File: src/rtl/myo_spi_pkg.sv
// myo_spi_pkg: shared types and constants for the myocontrol SPI responder.
//   WORD_BITS   : SPI word width (16).
//   myo_word_t  : one 16-bit command/status word.
//   myo_idx_t   : 4-bit word/bit index.
//   myo_state_t : responder frame FSM states.
package myo_spi_pkg;

  localparam int unsigned WORD_BITS = 16;

  typedef logic [WORD_BITS-1:0] myo_word_t;
  typedef logic [3:0]           myo_idx_t;

  typedef enum logic [1:0] {
    WAIT_IDLE,
    IDLE,
    SHIFT
  } myo_state_t;

endpackage

File: src/rtl/spi_sync_edge.sv
// spi_sync_edge: SYNC_STAGES-deep synchronizer followed by one edge-detect
// flop. Rise/fall are single-cycle pulses in the clk domain.
// Ports:
//   clk, reset : fabric clock, async active-high reset
//   din        : asynchronous input pin
//   level      : synchronized level
//   rise, fall : one-cycle pulses on synchronized transitions
module spi_sync_edge #(
  parameter int unsigned SYNC_STAGES = 2
) (
  input  logic clk,
  input  logic reset,
  input  logic din,
  output logic level,
  output logic rise,
  output logic fall
);

  logic [SYNC_STAGES-1:0] sync_q;
  logic                   prev_q;

  // Resetting to 0 keeps ss_n looking "selected" after reset, so the
  // responder waits for a genuine high level before accepting a frame.
  always_ff @(posedge clk or posedge reset) begin
    if (reset) begin
      sync_q <= '0;
      prev_q <= 1'b0;
    end else begin
      sync_q <= {sync_q[SYNC_STAGES-2:0], din};
      prev_q <= sync_q[SYNC_STAGES-1];
    end
  end

  assign level = sync_q[SYNC_STAGES-1];
  assign rise  = level & ~prev_q;
  assign fall  = ~level & prev_q;

endmodule

File: src/rtl/myo_spi_responder.sv
// myo_spi_responder: emulates the motor-board end of a myocontrol SPI link.
// Receives 16-bit command words (CPOL=0, CPHA=1, MSB first) and returns a
// frame of FRAME_WORDS status words snapshotted from a local register bank
// at frame start. Everything runs on clk; sck/mosi/ss_n are oversampled.
// Optional feature macro: MYO_SPI_RESPONDER_CHECKSUM_EN
//   defined   : last transmit word is the XOR of the preceding snapshot words;
//               last received word is checked against the XOR of the
//               preceding received words (checksum_err pulse on mismatch).
//   undefined : all words from the snapshot, checksum_err tied 0.
// Ports:
//   clk, reset            : 50 MHz fabric clock, async active-high reset
//   sck, mosi, ss_n       : SPI pins from the master
//   miso, miso_oe         : responder data and pad output enable
//   status_wr/addr/data   : bank write port (16 x 16)
//   rx_valid/word/index   : received-word strobe, data and frame position
//   frame_done/error      : clean / aborted-or-overlong frame end pulses
//   checksum_err          : checksum mismatch pulse (with frame_done)
//   frame_count           : count of clean frames, wraps
module myo_spi_responder
  import myo_spi_pkg::*;
#(
  parameter int unsigned FRAME_WORDS = 12,
  parameter int unsigned SYNC_STAGES = 2
) (
  input  logic        clk,
  input  logic        reset,
  input  logic        sck,
  input  logic        mosi,
  input  logic        ss_n,
  output logic        miso,
  output logic        miso_oe,
  input  logic        status_wr,
  input  logic [3:0]  status_addr,
  input  logic [15:0] status_data,
  output logic        rx_valid,
  output logic [15:0] rx_word,
  output logic [3:0]  rx_index,
  output logic        frame_done,
  output logic        frame_error,
  output logic        checksum_err,
  output logic [15:0] frame_count
);

  localparam logic [4:0] FRAME_END = 5'(FRAME_WORDS);
  localparam logic [4:0] LAST_IDX  = 5'(FRAME_WORDS - 1);

  logic sck_lvl, sck_rise, sck_fall;
  logic mosi_lvl, mosi_rise, mosi_fall;
  logic ss_lvl, ss_rise, ss_fall;
  logic unused_sync;

  spi_sync_edge #(.SYNC_STAGES(SYNC_STAGES)) u_sync_sck (
    .clk(clk), .reset(reset), .din(sck),
    .level(sck_lvl), .rise(sck_rise), .fall(sck_fall)
  );

  spi_sync_edge #(.SYNC_STAGES(SYNC_STAGES)) u_sync_mosi (
    .clk(clk), .reset(reset), .din(mosi),
    .level(mosi_lvl), .rise(mosi_rise), .fall(mosi_fall)
  );

  spi_sync_edge #(.SYNC_STAGES(SYNC_STAGES)) u_sync_ss (
    .clk(clk), .reset(reset), .din(ss_n),
    .level(ss_lvl), .rise(ss_rise), .fall(ss_fall)
  );

  assign unused_sync = &{1'b0, sck_lvl, mosi_rise, mosi_fall};

  myo_state_t state_q, state_d;
  logic       start_frame, end_clean, end_abort, do_tx, do_rx;

  myo_word_t  bank [16];
  myo_word_t  snap [FRAME_WORDS];
  myo_word_t  tx_word;
  myo_word_t  rx_new;
  logic [WORD_BITS-2:0] rx_shift;
  myo_idx_t   bit_cnt;
  logic [4:0] word_idx;   // one bit wider than 4 so FRAME_WORDS=16 is reachable
  logic       overrun;    // a full word arrived past the end of the frame

  // ---------------------------------------------------------------- FSM
  always_ff @(posedge clk or posedge reset) begin
    if (reset) state_q <= WAIT_IDLE;
    else       state_q <= state_d;
  end

  always_comb begin
    state_d     = state_q;
    start_frame = 1'b0;
    end_clean   = 1'b0;
    end_abort   = 1'b0;
    do_tx       = 1'b0;
    do_rx       = 1'b0;
    unique case (state_q)
      WAIT_IDLE: begin
        if (ss_lvl) state_d = IDLE;
      end
      IDLE: begin
        if (ss_fall) begin
          start_frame = 1'b1;
          state_d     = SHIFT;
        end
      end
      SHIFT: begin
        if (ss_rise) begin
          state_d = IDLE;
          if (bit_cnt == '0 && word_idx == FRAME_END && !overrun) end_clean = 1'b1;
          else                                                    end_abort = 1'b1;
        end else begin
          do_tx = sck_rise;
          do_rx = sck_fall;
        end
      end
      default: state_d = WAIT_IDLE;
    endcase
  end

  // ---------------------------------------------------------------- bank
  always_ff @(posedge clk or posedge reset) begin
    if (reset) begin
      for (int unsigned i = 0; i < 16; i++) bank[i] <= '0;
    end else if (status_wr) begin
      bank[status_addr] <= status_data;
    end
  end

  // ---------------------------------------------------------------- transmit word
`ifdef MYO_SPI_RESPONDER_CHECKSUM_EN
  myo_word_t snap_xor;

  always_comb begin
    snap_xor = '0;
    for (int unsigned i = 0; i < FRAME_WORDS - 1; i++) snap_xor = snap_xor ^ snap[i];
  end
`endif

  always_comb begin
    tx_word = '0;
    if (word_idx < FRAME_END) tx_word = snap[word_idx[3:0]];
`ifdef MYO_SPI_RESPONDER_CHECKSUM_EN
    if (word_idx == LAST_IDX) tx_word = snap_xor;
`endif
  end

  assign rx_new = {rx_shift, mosi_lvl};

  // ---------------------------------------------------------------- datapath
  // Snapshot reads bank before any same-cycle write lands, so a write in the
  // ss_n-fall action cycle is seen only by the following frame.
  always_ff @(posedge clk or posedge reset) begin
    if (reset) begin
      miso        <= 1'b0;
      miso_oe     <= 1'b0;
      rx_valid    <= 1'b0;
      rx_word     <= '0;
      rx_index    <= '0;
      frame_done  <= 1'b0;
      frame_error <= 1'b0;
      frame_count <= '0;
      bit_cnt     <= '0;
      word_idx    <= '0;
      overrun     <= 1'b0;
      rx_shift    <= '0;
      for (int unsigned i = 0; i < FRAME_WORDS; i++) snap[i] <= '0;
    end else begin
      rx_valid    <= 1'b0;
      frame_done  <= 1'b0;
      frame_error <= 1'b0;

      if (start_frame) begin
        for (int unsigned i = 0; i < FRAME_WORDS; i++) snap[i] <= bank[i];
        bit_cnt  <= '0;
        word_idx <= '0;
        overrun  <= 1'b0;
        miso_oe  <= 1'b1;
        miso     <= 1'b0;
      end

      if (end_clean || end_abort) begin
        miso_oe     <= 1'b0;
        miso        <= 1'b0;
        frame_done  <= end_clean;
        frame_error <= end_abort;
        if (end_clean) frame_count <= frame_count + 1'b1;
      end

      // ~bit_cnt is 15-bit_cnt: MSB first; tx_word is 0 past the frame end.
      if (do_tx) miso <= tx_word[~bit_cnt];

      if (do_rx) begin
        rx_shift <= rx_new[WORD_BITS-2:0];
        bit_cnt  <= bit_cnt + 1'b1;
        if (bit_cnt == 4'hF) begin
          if (word_idx < FRAME_END) begin
            rx_valid <= 1'b1;
            rx_word  <= rx_new;
            rx_index <= word_idx[3:0];
            word_idx <= word_idx + 1'b1;
          end else begin
            overrun  <= 1'b1;
          end
        end
      end
    end
  end

  // ---------------------------------------------------------------- checksum
`ifdef MYO_SPI_RESPONDER_CHECKSUM_EN
  myo_word_t rx_xor;
  logic      chk_bad;

  always_ff @(posedge clk or posedge reset) begin
    if (reset) begin
      rx_xor       <= '0;
      chk_bad      <= 1'b0;
      checksum_err <= 1'b0;
    end else begin
      checksum_err <= end_clean & chk_bad;
      if (start_frame) begin
        rx_xor  <= '0;
        chk_bad <= 1'b0;
      end else if (do_rx && bit_cnt == 4'hF && word_idx < FRAME_END) begin
        if (word_idx == LAST_IDX) chk_bad <= (rx_new != rx_xor);
        else                      rx_xor  <= rx_xor ^ rx_new;
      end
    end
  end
`else
  assign checksum_err = 1'b0;
`endif

endmodule

File: config.mk
export PLATFORM = sky130hd
export DESIGN_NAME = myo_spi_responder
export DESIGN_NICKNAME = d
export VERILOG_FILES = /design/src/rtl/myo_spi_pkg.sv /design/src/rtl/spi_sync_edge.sv /design/src/rtl/myo_spi_responder.sv
export SDC_FILE = /design/constraint.sdc
export NUM_CORES = 1
export LEC_CHECK = 0
export BUFFER_PORTS_ARGS = -buffer_cell sky130_fd_sc_hd__buf_2
export CAP_MARGIN = 40
export CORE_MARGIN = 3
export CORE_UTILIZATION = 59
export CTS_BUF_LIST = sky130_fd_sc_hd__clkbuf_8 sky130_fd_sc_hd__clkbuf_16
export DETAILED_ROUTE_END_ITERATION = 12
export PLACE_DENSITY_LB_ADDON = 0.2
export SETUP_SLACK_MARGIN = 0.15
export SLEW_MARGIN = 20
export SYNTH_ARGS = -nofsm -noshare
export SYNTH_HDL_FRONTEND = slang
export SYNTH_SLANG_ARGS = --single-unit
File: constraint.sdc
create_clock -name clk -period 15.6 [get_ports clk]
set_input_delay 0.78 -clock clk [delete_from_list [all_inputs] [get_ports clk]]
set_output_delay 0.78 -clock clk [all_outputs]
set_load 0.01 [all_outputs]
### After elaboration in Yosys (flattened, before gate mapping)

Index checks and enable logic that the tools add are counted.

* memories kept: 0
* bits in writable memories: 0
* bits in read-only memories: 0
* output and inout port bits: 42
* latch bits: 0
* logic and storage cells: 130
* bits in registers: 524
* input port bits: 26

* $add $sub $neg: 3
* mux-type cells: 45
* shift operators: 0
* multipliers: 0
* bitwise gates (word level): 11
* eq/ne operators: 7
* reduce and logical (&&, ||, !) cells: 13
* order comparisons: 5
* divide/modulo/power cells: 0

Operators with widths (count)
* $bwmux W256: 1
* $bmux W16 S4: 1
* $demux W16 S4: 1
* $mux W16: 4
* $mux W1: 27
* $mux W5: 4
* $add A16 B1 Y16 const B: 1
* $ge A5 B5 Y1 const B: 2
* $not A4 Y5: 2
* $mux W4: 2
* $mux W2: 3
* $pmux W2 S3: 1
* $reduce_and A3 Y1: 2
* $add A5 B1 Y5 const B: 1
* $eq A5 B4 Y1 const B: 1
* $lt A4 B5 Y1 const B: 1
* $lt A5 B1 Y1 const B: 1
* $lt A5 B4 Y1 const B: 1
* $add A4 B1 Y4 const B: 1
* $and A1 B1 Y1: 4
* $bmux W1 S4: 1
* $eq A4 B4 Y1 const B: 1
* $logic_not A4 Y1: 1
* $ne A2 B2 Y1 const B: 2
* other kinds (12): 18

### Depth between registers and ports, before layout

Gate-level depths: netlist (run 1).

* depth in word-level cells: 9
* gate-level depth with buffers: 13
* gate-level depth less buffers: 9

### By module

From an unflattened synthesis (run 1), not the netlist that was laid out.

* cell total of the unflattened synthesis: 1686
* area total of the unflattened synthesis: 19248.5 um2

By module, submodules not included
* myo_spi_responder: sequential area each 11310.8 um2, instances 1, area each 18966.9 um2, cells each 1668
* spi_sync_edge: sequential area each 75.1 um2, instances 3, area each 93.8 um2, cells each 6

### Worst setup path after synthesis (run 1)

OpenSTA, ideal clock, no wires.

* path kind: reg2reg
* from: register word_idx[0]
* to: register frame_count[12]
* slack: 12.986 ns
* arrival: 2.489 ns
* data required time: 15.475 ns
* setup time: 0.125 ns
* stages on the path, launching flop included: 14
* path buffers: 4
* clock period less this slack: 2.614 ns
* cell sequence: dfrtp_1 buf_6 buf_12 buf_12 buf_2 inv_1 ha_1 nand4bb_1 nor4_4 and4_4 nand2_2 nor2_4 nand3_1 xnor2_1

* cells in the longest elaborated chain, start to end: 8
* elaborated cells on any way between the ends: 11
* classes of those cells: eq/ne: 1; mux: 6; reduce/logical: 4

Ends and longest elaborated chain
* start, declared: line myo_spi_responder.sv:78 `logic [4:0] word_idx;`
* start signal, assigned: line myo_spi_responder.sv:198 `word_idx <= word_idx + 1'b1;`
* $eq A5 B4 Y1 *: line myo_spi_responder.sv:107 `if (bit_cnt == '0 && word_idx == FRAME_END && !overrun) end_clean = 1'b1;`
* $logic_and A1 B1 Y1 * (2 in series): line myo_spi_responder.sv:107
* $mux W1: line myo_spi_responder.sv:107
* $mux W1: line myo_spi_responder.sv:105 `if (ss_rise) begin`
* $mux W1: line myo_spi_responder.sv:94 `unique case (state_q)`
* $logic_or A1 B1 Y1: line myo_spi_responder.sv:179 `if (end_clean || end_abort) begin`
* $reduce_and A2 Y1 (no line) *
* end signal, assigned: line myo_spi_responder.sv:184 `if (end_clean) frame_count <= frame_count + 1'b1;`
* end, declared: line myo_spi_responder.sv:41 `output logic [15:0] frame_count`

Mark *: on every way between the ends. The rest lies on a longest branch, timed or not.
A chain may end at the register's enable or synchronous reset.

### Worst setup path in the final report (run 1)

* from: register word_idx[0]
* to: register miso

* cells in the longest elaborated chain, start to end: 9
* elaborated cells on any way between the ends: 21
* classes of those cells: order compare: 1; eq/ne: 1; mux: 14; bitwise: 1; reduce/logical: 4

Ends and longest elaborated chain
* parallel branches: the longest is 9 deep, another holds $bmux W16 S4
* end signal, assigned: line myo_spi_responder.sv:188 `if (do_tx) miso <= tx_word[~bit_cnt];`
* end, declared: line myo_spi_responder.sv:30 `output logic miso,`

Several ways; the timed one is not identified. The select of a mux whose other input is x is not followed.

==> impl_summary.md, run 1 <==
Synthesis
Synthesis produced 1677 cells. The top flip-flop cell by instance count after synthesis is sky130_fd_sc_hd__dfrtp_1. After synthesis the cells add up to 19100 um^2. The Yosys step of the flow raised 0 warnings. The mean instance size in the synthesized netlist is 11.4 um^2. Of all flip-flops after synthesis, the portion carrying an async set or reset was 1.00.

The synthesized design contains 0 enable-type register cells. The share of synthesized area occupied by flip-flops and latches is 0.601. The post-synthesis net count is 1708. The number of different library cells used by synthesis comes to 61. In this run, synthesis produced a sequential element count of 460.

Power and ir drop
The portion of total power attributed to sequential cells is 0.512. Summed over all nets, the switching power comes to 0.000881 W. IR analysis of the VDD net gives a maximum drop of 0.105 mV. For this design the static power due to leakage is 10.6 nW. Of the total power, the share spent switching nets is 0.269. The share of total power dissipated in the clock network is 0.337. The areal power density over the cells is 151 nW/um^2. The internal portion of total power is 0.00239 W. The share of total power dissipated in combinational logic is 0.151.

Timing
The share of the clock period used by the worst path is 0.184. The final worst clock skew is 0.0244 ns. The slew at the pin closest to its max-slew limit is 0.848 ns. The final count of pins violating max slew was 0.

Setup violations remaining at the end of the flow were counted as 0. The final-layout worst hold slack is 0.270 ns. Setup repair after global routing left no endpoint under its margin.

The final number of hold-violating endpoints came to 0. The relative max-transition margin is 0.433. After layout, the minimum clock period comes to 2.87 ns. The fmax is 348 MHz. Summed over all failing endpoints, the final setup total negative slack is 0 ns.

Global routing
The global-route congestion overflow total is 0. The first global-routing pass estimated 69.2 mm of wire. The initial antenna violation count came to 2.

The pin count of the biggest net entering global routing is 73. Across every metal layer, demand over resource in global routing totals 0.258. The number of global-route vias before repair was 12438.

Die
The initial core utilization is 0.602. The die is 186 um tall. The placement row count is 65. In this run the standard cell core region covers 31800 um^2. In this run the count of I/O pins placed on the die edge is 68. The die area is 34600 um^2. The width of the die is 186 um.

Setup path
The data arrival at the endpoint of the critical path is 3.31 ns. The nature of the critical path endpoint is a flip-flop. In this run the critical register-to-register path is captured at miso$_DFFE_PP0P_.

The buffer and inverter count on the worst path is 2. The worst register-to-register path has a depth of 9. The critical path's largest stage delay is 0.55 ns. The largest individual stage delay along the critical path comes from the cell sky130_fd_sc_hd__mux4_1. Of all nets on the critical path, the largest fanout is 24. In this run the register-to-register setup slack is 12.73 ns. The startpoint-to-endpoint class of the critical path is reg2reg. The startpoint type of the worst setup path is a flip-flop.

The startpoint identified for the worst register-to-register timing path is word_idx[0]$_DFF_PP0_. The cell class contributing the biggest share of worst-path delay is buffers and inverters. For the worst setup path, the data required time is 16.03 ns. The critical path goes through buf_4 -> buf_12 -> mux4_1 -> nand2b_1 -> nand3_1 -> a21oi_1 -> nor3_2 -> o211ai_1 -> a32o_1.

Drt
After detailed routing, the total wire length is 43.6 mm. The final routed DRC violation total is 0. The number of iterations in the first detailed-routing pass is 5. The count of antenna-violating nets left after detailed routing is 0. The routed via count divided by cell count is 5.62. The first-iteration detailed-routing DRC count is 1163.

The final routed wire length divided by cell count is 19.8 um. Across all layers, the routed design uses 12342 vias.

Cells and area
Once layout is done, the placed cells without fillers occupy 21600 um^2. The fraction of final layout cells with drive strength greater than 1 is 0.247. In the layout the commonest cells are sky130_fd_sc_hd__nand2_1 (657), sky130_fd_sc_hd__dfrtp_1 (458), sky130_fd_sc_hd__mux2_2 (213), sky130_fd_sc_hd__buf_2 (66). Leaving out fill and tap cells, the most frequent cell in the layout is sky130_fd_sc_hd__nand2_1. After the last flow step, the layout net total stands at 1756. Relative to the synthesized area, the layout overhead comes to 12.9%.

Outcome
The flow ran to the end, and the final reports show no timing, DRC or antenna violations.

Clocking
The H-tree was split into 2 levels. The clock edge transition at the registers on the reported setup and hold paths is 0.07 ns. In this run, CTS created clock tree buffers numbering 46.

The count of clock tree sinks is 460. In this run, post-CTS hold repair placed 0 buffers. Buffers added to address setup during post-CTS repair amount to 0. The clock network latency to the later pin of the worst-skew pair is 0.55 ns. The cell sitting at the root of the clock tree is a sky130_fd_sc_hd__clkbuf_16.

The number of gates resized after cts is 0. TritonCTS built the clock tree. The deepest clock path buffer count is 3.

Placement
During placement, the flow inserted port buffers numbering 66. The post-DP HPWL is 26.8 mm. The last weighted congestion value of the routability-driven placer is 0.806. After detailed placement, the total cell area comes to 20000 um^2.

Job
The count of maximum capacitance violations is 0.

Worst hold path
The worst hold path belongs to the class in2async.
-- layout make-up --
type,instances,area [um^2]
fill,2316,10200
sequential,460,11500
multi-input combinational,1108,7170
clock inverter,28,224
antenna,1,2.50
clock buffer,57,1310
timing repair buffer,101,798
inverter,8,37.5
tap,435,544
-- registers in the layout, summed over array words and instances, names as in the netlist --
signal and cells:
frame_error 1, u_sync_sck.prev_q 1, frame_done 1, frame_count 16
miso 1, state_q 2, rx_index 4, miso_oe 1
word_idx 5, bank 192, rx_valid 1, snap 192
rx_word 16, rx_shift 15, overrun 1, u_sync_sck.sync_q 2
u_sync_ss.sync_q 2, u_sync_mosi.sync_q 2, bit_cnt 4, u_sync_ss.prev_q 1
-- through the flow --
step,power [W],utilization,setup WS [ns],cells
final,0.00327,0.680,12.73,2198
after global routing,0.00344,0.679,12.59,2197
after CTS,0.00329,0.678,12.59,2195
after detailed placement,0.00218,0.630,12.61,2110
after global placement,0.00214,0.622,12.31,2099
after floorplan,0.00202,-,1.99,1677
-- cells by family (layout without fill, tap and decap cells) --
| family | Yosys count | count (layout) | share of synthesized area |
|---|---|---|---|
| compound gates | 55 | 55 | 0.0208 |
| xor+xnor | 15 | 15 | 0.00686 |
| fa+ha+maj | 5 | 5 | 0.00327 |
| buf+inv | 109 | 194 | 0.0266 |
| flops | 460 | 460 | 0.601 |
| mux | 286 | 286 | 0.183 |
| other cells | 1 | 2 | 0.000196 |
| simple gates | 746 | 746 | 0.158 |
-- layer usage --
layer | vias to the layer above | global-route usage | share of wire
met5 | - | 0 | 0.00048
met4 | 4 | 0.0697 | 0.023
met3 | 82 | 0.0438 | 0.055
met2 | 317 | 0.418 | 0.47
met1 | 6291 | 0.369 | 0.45
li1 | 5648 | - | -
-- Yosys cell counts, types with 9 or more instances --
cell type,count,area share
sky130_fd_sc_hd__a22oi_1,9,0.0035
sky130_fd_sc_hd__mux4_2,14,0.016
sky130_fd_sc_hd__buf_4,9,0.0035
sky130_fd_sc_hd__nand2b_1,10,0.0033
sky130_fd_sc_hd__a21oi_1,11,0.0029
sky130_fd_sc_hd__o21ai_0,9,0.0024
sky130_fd_sc_hd__nand4_1,9,0.0029
sky130_fd_sc_hd__mux4_1,11,0.015
sky130_fd_sc_hd__buf_2,9,0.0024
sky130_fd_sc_hd__nand2_1,658,0.13
sky130_fd_sc_hd__mux2i_1,47,0.025
sky130_fd_sc_hd__nand3_1,12,0.0031
sky130_fd_sc_hd__clkbuf_1,75,0.015
sky130_fd_sc_hd__dfrtp_1,460,0.60
sky130_fd_sc_hd__mux2_2,213,0.13
sky130_fd_sc_hd__xnor2_1,10,0.0046
sky130_fd_sc_hd__nor2_1,20,0.0039
-- power groups by stage --
| stage | combinational [W] | clock, W | sequential (W) |
|---|---|---|---|
| finish | 0.000494 | 0.00110 | 0.00167 |
| global placement | 0.000462 | 0 | 0.00168 |
| CTS | 0.000500 | 0.00112 | 0.00167 |
| global route | 0.000561 | 0.00117 | 0.00171 |
| floorplan | 0.000388 | 0 | 0.00163 |
| detailed placement | 0.000494 | 0 | 0.00169 |
-- worst max path at each step --
stage	depth (start not counted)	slack (ns)	start	to
after floorplan	1	1.99	reset	bank[100]$_DFFE_PP0P_
after global placement	4	12.31	reset	word_idx[1]$_DFF_PP0_
after detailed placement	8	12.61	word_idx[1]$_DFF_PP0_	miso$_DFFE_PP0P_
after CTS	8	12.59	word_idx[1]$_DFF_PP0_	miso$_DFFE_PP0P_
after global routing	9	12.59	bit_cnt[0]$_DFFE_PP0P_	frame_count[15]$_DFFE_PP0P_
final	9	12.73	word_idx[0]$_DFF_PP0_	miso$_DFFE_PP0P_
-- worst register-to-register path, cell delays in order (launching register included) --
cell and delay [ns]:
sky130_fd_sc_hd__dfrtp_2 0.35, sky130_fd_sc_hd__buf_4 0.39, sky130_fd_sc_hd__buf_12 0.27, sky130_fd_sc_hd__mux4_1 0.58, sky130_fd_sc_hd__nand2b_1 0.21, sky130_fd_sc_hd__nand3_1 0.13, sky130_fd_sc_hd__a21oi_1 0.08, sky130_fd_sc_hd__nor3_2 0.25
sky130_fd_sc_hd__o211ai_1 0.18, sky130_fd_sc_hd__a32o_1 0.31
(Power assumes the default switching activity.)
==> inputs of run 2 (changes only) <==
--- a/config.mk
+++ b/config.mk
@@ -8,7 +8,7 @@
 export BUFFER_PORTS_ARGS = -buffer_cell sky130_fd_sc_hd__buf_2
 export CAP_MARGIN = 40
 export CORE_MARGIN = 3
-export CORE_UTILIZATION = 59
+export CORE_UTILIZATION = 56
 export CTS_BUF_LIST = sky130_fd_sc_hd__clkbuf_8 sky130_fd_sc_hd__clkbuf_16
 export DETAILED_ROUTE_END_ITERATION = 12
 export PLACE_DENSITY_LB_ADDON = 0.2
==> constraint.sdc (replaced) <==
create_clock -name clk -period 2.6 [get_ports clk]
set_input_delay 0.13 -clock clk [delete_from_list [all_inputs] [get_ports clk]]
set_output_delay 0.13 -clock clk [all_outputs]
set_load 0.01 [all_outputs]
==> run 2 against run 1 <==
Compared with the run above: worst hold slack lost 0.24 ns; sequential cell count stayed put; count of clock-buffer cells in the layout is 3 lower.
==> impl_summary.md, run 2 (same netlist as run 1, synthesis figures left out) <==
Setup path
The cell with the biggest individual delay on the critical path is sky130_fd_sc_hd__dfrtp_4. Traced cell by cell, the critical path runs through inv_2 -> ha_4 -> nand4bb_4 -> nor4_4 -> and4_4 -> nand2_2 -> nor2_4 -> nand3_2 -> xnor2_1. STA classifies the critical path endpoint as a flip-flop. In this run the worst path has a maximum fanout of 11. Grouping stages by cell kind, the critical path spends the most delay in simple AND/OR/NAND/NOR gates. By startpoint and endpoint, the worst setup path is classified as reg2reg. The largest single stage delay on the critical path is 0.60 ns. The worst flop-to-flop path startpoint is word_idx[1]$_DFF_PP0_. STA puts the critical path data required time at 3.04 ns. The data arrival at the endpoint of the critical path is 2.71 ns. The worst setup path is launched from a flip-flop. The beginning of the critical path is word_idx[1]$_DFF_PP0_.

The buffer and inverter count on the worst path is 1.

Drt
The count of antenna-violating nets left after detailed routing is 0. The number of iterations in the first detailed-routing pass is 5. The total length of routed wires is 46.0 mm. Using the TritonRoute via totals, the vias-per-cell ratio works out to 5.63. The final routed DRC violation total is 0. For this block, the initial DRC count from the detailed router was 930. After detailed routing, the average wire length per cell comes to 20.5 um.

Across all layers, the routed design uses 12646 vias.

Global routing
The global-route congestion overflow total is 0. The overall routing resource usage is 0.260. The first global-routing pass estimated 73.4 mm of wire. Entering global routing, the biggest net connects 198 pins. The number of global-route vias before repair was 12708.

The initial antenna violation count is 2.

Placement
At the end of routability-driven placement, the weighted congestion stood at 0.833. Including well taps, the total number of placed cells is 2152. The number of buffers added on ports is 66. The cell area after placement is 20300 um^2. Once detailed placement completed, the half-perimeter wirelength came to 28.6 mm.

Cells and area
The post-route standard cell area excluding fillers is 21900 um^2. The count of cells in the finished layout, fillers not included, comes to 2246. The largest registers in the layout are bank x192, snap x192. The final layout contains 1791 nets. Leaving out fill and tap cells, the most frequent cell in the layout is sky130_fd_sc_hd__nand2_1. The fraction of final layout cells with drive strength greater than 1 is 0.258. The library cells used most frequently in the layout, excluding fill and tap cells, are sky130_fd_sc_hd__nand2_1 (657), sky130_fd_sc_hd__dfrtp_1 (458), sky130_fd_sc_hd__mux2_2 (213), sky130_fd_sc_hd__buf_2 (66), sky130_fd_sc_hd__clkbuf_16 (49).

The repair_antennas step left the layout with diodes totalling 0. From synthesis to final layout, the design area changed by 14.6%.

Clocking
After clock tree synthesis, the clock-pin slew on the worst setup and hold paths is 0.06 ns. The number of buffers created by CTS is 47. TritonCTS built the clock tree. The master cell of the clock root buffer is sky130_fd_sc_hd__clkbuf_16. The clock network latency to the later pin of the worst-skew pair is 0.55 ns. The count of clock tree sinks is 460.

In this run the deepest clock path goes through 3 buffers. The H-tree was split into 2 levels.

Timing
The slew at the pin closest to its max-slew limit is 0.909 ns. The final count of pins violating max slew is 0. The relative max-transition margin is 0.394.

Clock skew on the completed layout was measured at 0.0103 ns. Dividing the final minimum period by the clock period gives 0.873. The fmax is 440 MHz.

The final number of hold-violating endpoints is 0. The clock period minus worst slack is 2.27 ns. Setup violations remaining at the end of the flow were counted as 0. Setup repair after global routing left no endpoint under its margin. The final-layout worst hold slack is 0.0273 ns.

Worst hold path
The class of the tightest hold or removal check is in2reg. In this run the most critical hold path is launched from status_data[9].

Die
After floorplanning, the core was divided into 67 placement rows. The width of the die is 191 um. The core region is 33600 um^2. For this design the top-level I/O count stands at 68. The initial utilization of the core area, before any placement, comes to 0.569. The die covers 36400 um^2.

The overall die height is 191 um.

Power and ir drop
The completed layout was analyzed and its total power is 0.0198 W. The clock share of power is 0.336. In this run the static leakage power is 10.8 nW. The share of total power dissipated in combinational logic is 0.153. The internal portion of total power is 0.0143 W.

The share of total power dissipated in sequential elements is 0.511. For this design the ratio of total power to cell area is 902 nW/um^2. The net load switching power is 0.00545 W. Of the total power, the share spent switching nets is 0.275. Across the VDD grid, the largest voltage drop is 0.679 mV.

Job
The count of maximum capacitance violations is 0.

Outcome
The run finished with clean final reports.
run 2: cell count changes in the layout (fill, tap and decap cells not counted), sizes merged:
cell	previous run	this run
buf	101	129
dlygate4sd3	0	6
inv	15	21
clkbuf	57	54
clkinvlp	5	3
clkinv	13	14
diode	1	0
run 2: worst paths after layout:
| check | to | slack, ns | depth (start not counted) |
|---|---|---|---|
| setup / recovery | frame_count[12]$_DFFE_PP0P_ | 0.33 | 9 |
| hold / removal | bank[185]$_DFFE_PP0P_ | 0.03 | 2 |
| setup reg to reg | frame_count[12]$_DFFE_PP0P_ | 0.33 | 9 |
| hold reg to reg | u_sync_sck.sync_q[1]$_DFF_PP0_ | 0.36 | 0 |
| max in group asynchronous | snap[109]$_DFFE_PP0P_ | 1.57 | 5 |
| min in group asynchronous | bank[185]$_DFFE_PP0P_ | 0.41 | 4 |
run 2: power by group through the flow:
stage	Sequential, W	Clock [W]	Combinational, W
after CTS	0.0101	0.00674	0.00306
after global routing	0.0103	0.00705	0.00343
final	0.0101	0.00664	0.00303
after floorplan	0.00981	0	0.00234
after detailed placement	0.0102	0	0.00303
after global placement	0.0102	0	0.00288
run 2: area by class of cell:
cell class | count | area, um^2
clock buffer | 54 | 1290
clock inverter | 33 | 239
fill | 2536 | 11700
inverter | 8 | 36.3
multi-input combinational | 1108 | 7200
sequential | 460 | 11500
tap | 448 | 561
timing repair buffer | 135 | 1080
run 2: metrics by stage:
step                      worst slack, ns  setup TNS (ns)  utilization
after floorplan                     -3.75        -1727.30            -
after global placement              0.273               0        0.604
after detailed placement            0.270               0        0.604
after CTS                           0.257               0        0.652
after global routing                0.189               0        0.652
final                               0.329               0        0.652
run 2: timing repair:
item | 4_1_cts | 5_1_grt
hold buffers | 6 | 0
hold endpoints to repair | 295 | 0
buffers inserted | 0 | 1
setup endpoints to repair | 0 | 4
resized for setup | 0 | 1
run 2: layer usage:
metal | share of wire | up-vias | global-route usage | wire (um)
li1 | - | 5727 | - | -
met1 | 0.46 | 6521 | 0.378 | 21000
met2 | 0.47 | 305 | 0.418 | 21700
met3 | 0.049 | 91 | 0.0422 | 2250
met4 | 0.022 | 2 | 0.0593 | 997
met5 | 0.00022 | - | 0 | 10
